<file path="src/rtl/seq_divider_pkg.sv">
// Shared constants and state encoding for the iterative restoring divider.
package seq_divider_pkg;

  localparam int unsigned DIV_WIDTH = 32;
  localparam int unsigned DIV_CNT_W = $clog2(DIV_WIDTH);

  typedef enum logic [1:0] {
    DIV_IDLE = 2'd0,
    DIV_RUN  = 2'd1,
    DIV_DONE = 2'd2
  } div_state_e;

endpackage

</file>
<file path="src/rtl/seq_divider_div_step.sv">
// One restoring-division bit: shift in the next dividend bit, trial subtract, restore on borrow.
module seq_divider_div_step #(
  parameter int unsigned WIDTH = 32
) (
  input  logic [WIDTH-1:0] i_rem,
  input  logic             i_dvd_msb,
  input  logic [WIDTH-1:0] i_divisor,
  output logic [WIDTH-1:0] o_rem_c,
  output logic             o_q_c
);

  logic [WIDTH:0] w_shift;
  logic [WIDTH:0] w_diff;

  assign w_shift = {i_rem, i_dvd_msb};
  assign w_diff  = w_shift - {1'b0, i_divisor};
  assign o_q_c   = ~w_diff[WIDTH];
  assign o_rem_c = o_q_c ? w_diff[WIDTH-1:0] : w_shift[WIDTH-1:0];

endmodule

</file>
<file path="src/rtl/seq_divider.sv">
// Iterative radix-2 restoring divider for DIV/DIVU; returns {remainder, quotient} with a ready pulse.
module seq_divider
  import seq_divider_pkg::*;
#(
  parameter int unsigned WIDTH = DIV_WIDTH
) (
  input  logic                 clk,
  input  logic                 rst,
  input  logic                 signed_div,
  input  logic [WIDTH-1:0]     a,
  input  logic [WIDTH-1:0]     b,
  input  logic                 start,
  input  logic                 annul,
  output logic [2*WIDTH-1:0]   result,
  output logic                 ready,
  output logic                 busy,
  output logic                 div_by_zero
);

  localparam int unsigned CNT_W = $clog2(WIDTH);

  div_state_e         r_state, w_state;
  logic [CNT_W-1:0]   r_cnt, w_cnt;
  logic [WIDTH-1:0]   r_rem, w_rem;
  logic [WIDTH-1:0]   r_dvd, w_dvd;
  logic [WIDTH-1:0]   r_dsr, w_dsr;
  logic               r_neg_q, w_neg_q;
  logic               r_neg_r, w_neg_r;
  logic [2*WIDTH-1:0] r_result, w_result;
  logic               r_ready, w_ready;
  logic               r_busy, w_busy;
  logic               r_dz, w_dz;

  logic [WIDTH-1:0]   w_step_rem;
  logic               w_step_q;
  logic [WIDTH-1:0]   w_quo;
  logic [WIDTH-1:0]   w_a_abs;
  logic [WIDTH-1:0]   w_b_abs;

  seq_divider_div_step #(.WIDTH(WIDTH)) u_step (
    .i_rem     (r_rem),
    .i_dvd_msb (r_dvd[WIDTH-1]),
    .i_divisor (r_dsr),
    .o_rem_c   (w_step_rem),
    .o_q_c     (w_step_q)
  );

  // Magnitudes are taken only for signed division; negation wraps modulo 2^WIDTH.
  assign w_a_abs = (signed_div && a[WIDTH-1]) ? -a : a;
  assign w_b_abs = (signed_div && b[WIDTH-1]) ? -b : b;
  assign w_quo   = {r_dvd[WIDTH-2:0], w_step_q};

  always_comb begin
    w_state  = r_state;
    w_cnt    = r_cnt;
    w_rem    = r_rem;
    w_dvd    = r_dvd;
    w_dsr    = r_dsr;
    w_neg_q  = r_neg_q;
    w_neg_r  = r_neg_r;
    w_result = r_result;
    w_dz     = r_dz;
    w_ready  = 1'b0;
    w_busy   = 1'b0;
    case (r_state)
      DIV_IDLE: begin
        if (!annul && start) begin
          if (b == '0) begin
            w_state  = DIV_DONE;
            w_result = '0;
            w_dz     = 1'b1;
            w_ready  = 1'b1;
          end else begin
            w_state = DIV_RUN;
            w_dvd   = w_a_abs;
            w_dsr   = w_b_abs;
            w_neg_q = signed_div & (a[WIDTH-1] ^ b[WIDTH-1]);
            w_neg_r = signed_div & a[WIDTH-1];
            w_rem   = '0;
            w_cnt   = '0;
            w_dz    = 1'b0;
            w_busy  = 1'b1;
          end
        end
      end
      DIV_RUN: begin
        if (annul) begin
          w_state = DIV_IDLE;
          w_cnt   = '0;
        end else begin
          w_rem = w_step_rem;
          w_dvd = w_quo;
          w_cnt = r_cnt + CNT_W'(1);
          if (r_cnt == CNT_W'(WIDTH - 1)) begin
            w_state  = DIV_DONE;
            w_ready  = 1'b1;
            w_result = {(r_neg_r ? -w_step_rem : w_step_rem),
                        (r_neg_q ? -w_quo : w_quo)};
          end else begin
            w_busy = 1'b1;
          end
        end
      end
      DIV_DONE: w_state = DIV_IDLE;
      default:  w_state = DIV_IDLE;
    endcase
  end

  always_ff @(posedge clk or negedge rst) begin
    if (!rst) begin
      r_state  <= DIV_IDLE;
      r_cnt    <= '0;
      r_rem    <= '0;
      r_dvd    <= '0;
      r_dsr    <= '0;
      r_neg_q  <= 1'b0;
      r_neg_r  <= 1'b0;
      r_result <= '0;
      r_ready  <= 1'b0;
      r_busy   <= 1'b0;
      r_dz     <= 1'b0;
    end else begin
      r_state  <= w_state;
      r_cnt    <= w_cnt;
      r_rem    <= w_rem;
      r_dvd    <= w_dvd;
      r_dsr    <= w_dsr;
      r_neg_q  <= w_neg_q;
      r_neg_r  <= w_neg_r;
      r_result <= w_result;
      r_ready  <= w_ready;
      r_busy   <= w_busy;
      r_dz     <= w_dz;
    end
  end

  assign result      = r_result;
  assign ready       = r_ready;
  assign busy        = r_busy;
  assign div_by_zero = r_dz;

endmodule
</file>
<file path="config.mk">
export PLATFORM = sky130hd
export DESIGN_NAME = seq_divider
export DESIGN_NICKNAME = d
export VERILOG_FILES = /design/src/rtl/seq_divider_pkg.sv /design/src/rtl/seq_divider_div_step.sv /design/src/rtl/seq_divider.sv
export SDC_FILE = /design/constraint.sdc
export NUM_CORES = 1
export LEC_CHECK = 0
export ABC_AREA = 1
export ABC_CLOCK_PERIOD_IN_PS = 6850
export BUFFER_PORTS_ARGS = -buffer_cell sky130_fd_sc_hd__buf_2
export CAP_MARGIN = 5
export CORE_ASPECT_RATIO = 2
export CORE_MARGIN = 1.5
export CORE_UTILIZATION = 40
export CTS_CLUSTER_SIZE = 25
export DETAILED_ROUTE_END_ITERATION = 8
export SYNTH_ARGS = -nofsm -noshare
export SYNTH_HDL_FRONTEND = slang
export SYNTH_HIERARCHICAL = 1
export SYNTH_SLANG_ARGS = --single-unit
</file>
<file path="constraint.sdc">
create_clock -name clk -period 6.85 [get_ports clk]
set_input_delay 0.3425 -clock clk [delete_from_list [all_inputs] [get_ports clk]]
set_output_delay 0.3425 -clock clk [all_outputs]
set_load 0.03 [all_outputs]
</file>
==> reports/qor.yml <==
hold_path.class: "in2async"
drc: 0
crit_chain: "inv_1 -> ha_1 -> fa_1 -> inv_1 -> nand2_1 -> nand2_1 -> nand3_1 -> nand2_2 -> nand2_2 -> nand2_2 -> nand2_2 -> nand3_1 -> nand2_4 -> inv_1 -> ha_1 -> nand4_1 -> nand2_1 -> nand3_1 -> nor2_1 -> nand3_1 -> nand2_1 -> o21ai_0"
dr.pass1.iters: 5
hpwl_microns: 40000
gp_congestion: 1.05
crit_path_end_kind: "flip-flop"
grt_max_degree: 97
reg2reg_slack_ns: 2.85
layout.cells.non_filler: 2835
clock_path_buffers: 2
gr-usage-all-layers: 0.289
drive_above_1_share: 0.0940
syn_nets: 2391
coreArea_sq_um: 34200
cap_viol_max_count: 0
syn_avg_cell_area_sq_um: 6.08
synth_cells: 2283
start_kind: "flip-flop"
yosysTopAreaCellShare: 0.310
synth_most_common_cell: "nand2_1"
synth-seq-cells: 172
slowest_stage: "fa_1"
ys_warn_count: 6
critPathMaxStageDelay_ns: 0.43
die_y_microns: 266
cellLeakagePower_nw: 8.61
critPathMaxFanout: 34
critical_path_arrival_ns: 4.33
synth_cell_type_count: 40
num_rows: 96
violations: "negative hold slack"
cts_buffers: 17
post_cts_resize_count: 0
synth_area_sq_um: 13900
vias_per_cell: 5.15
antenna_found_initial: 0
r2r-start: "r_dvd[31]"
vdd_drop_max_v: 0.000219
slew_violations: 0
gr-total-overflow: 0
path_class: "reg2reg"
hold_slack_ns: -0.0309
yosysSeqAreaShare: 0.310
initial_core_util: 0.405
dpl-instance-area_sq_um: 14800
ff2ff_path_depth: 22
placed_cells: 2803
post_cts_buffers: 0
p_per_area_nw_per_um2: 436
synth_ff_type: "dfrtp_1"
synth_common_cells: "nand2_1, inv_1, nor2_1, nand3_1, dfrtp_1"
setup_viol: 0
post-route-period-util: 0.584
finalNetCount: 2489
via_count: 14600
die-area_sq_um: 35900
fin_area_sq_um: 15400
wl_microns: 50600
postCtsHoldBufs: 0
synth-edff-count: 0
ys_async_sr_fraction: 1.00
h-tree-depth: 4
reg2reg_to: "result[26]"
die_x_microns: 135
tritoncts: "done"
postRouteAntennaNets: 0
clk_latency_ns: 0.45
tns_ns: 0
ios: 136
grt_setup_unrepaired: "false"
slew_headroom: 0.206
grt_pass1_vias: 14400
grt_pass1_wl_microns: 77900
required_ns: 7.18
cts.sinks: 172
fmax_mhz: 250
area_growth_pct: 10.8
path_clk_slew_ns: 0.07
finalHoldViolCount: 8
synth_area_leaders: "dfrtp_1, nand2_1, inv_1"
layout_min_cycle_time_ns: 4.00
status: "complete, but fails checks"
root_buffer: "clkbuf_16"
synth_top_area_cell: "dfrtp_1"
drt_iter0_drc: 762
worstMarginPinSlew_ns: 1.19
wl_per_cell_microns: 17.8
finClkSkew_ns: 0.0133
port-buffer-count: 135
n_antenna_cell: 0
==> state kept, by name (all words and copies together), names as in the netlist, 2 cells and up <==
register  cells
r_rem        32
r_dvd        32
r_cnt         5
r_state       2
r_dsr        32
result       64
==> per-stage QoR <==
stage	worst slack, ns	utilization	power, mW
finish	2.85	0.449	6.70
global route	2.56	0.449	7.30
CTS	2.92	0.449	6.67
detailed placement	2.96	0.432	5.64
global placement	3.03	0.432	5.60
floorplan	3.69	-	4.47
==> worst max-delay path by stage <==
stage / startpoint / to / slack [ns]
floorplan: r_dvd[31] / result[59] / 3.69
global placement: r_dvd[31] / result[59] / 3.03
detailed placement: r_dvd[31] / result[26] / 2.96
CTS: r_dvd[31] / result[26] / 2.92
global route: r_dvd[31] / result[59] / 2.56
finish: r_dvd[31] / result[26] / 2.85
==> metal layers <==
layer,track usage,wire length (microns)
met1,0.261,16800
met2,0.560,27800
met4,0.234,4590
met5,0,0
met3,0.0365,1470
==> worst max-delay path, delay by kind of cell (launching register included) <==
kind	cells	cell delay [ns]
flip-flops	1	0.37
AO/OA/AOI/OAI	1	0.10
buffers and inverters	3	0.34
AND/OR/NAND/NOR	15	2.17
adder cells (fa/ha/maj)	3	0.87
==> layout by cell type, fill, tap and decap left out, drive strengths merged <==
master and count:
clkinvlp 2, and2 4, o21bai 8, nand3b 6, fa 1, nor4 1
ha 38, inv 301, o31ai 2, nand4 27, and3 2, clkinv 6
bufinv 2, o21ai 153, a31oi 2, dfrtp 172, xor2 47, nor2 228
a21oi 45, xnor2 9, o211ai 4, or2 9, o21a 1, o22ai 5
nand2 942, nor3 13, clkbuf 19, nand3 204, buf 141
==> area by class of cell <==
type | count | area [sq um]
multi-input combinational | 1751 | 8090
clock buffer | 19 | 433
fill | 3795 | 18900
tap | 441 | 552
inverter | 298 | 1120
clock inverter | 13 | 160
sequential | 172 | 4300
timing repair buffer | 141 | 727
==> report_power, final <==
group | internal, mW | switching [mW] | leakage [nW]
logic | 1.24 | 3.06 | 6.04
registers | 1.19 | 0.215 | 2.29
clock network | 0.547 | 0.455 | 0.283
==> cell families after synthesis <==
family,share of synthesized area
simple gates,0.427
xor+xnor,0.0353
fa+ha+maj,0.0357
buf+inv,0.108
compound gates,0.0835
flops,0.310
(Power assumes the default switching activity.)
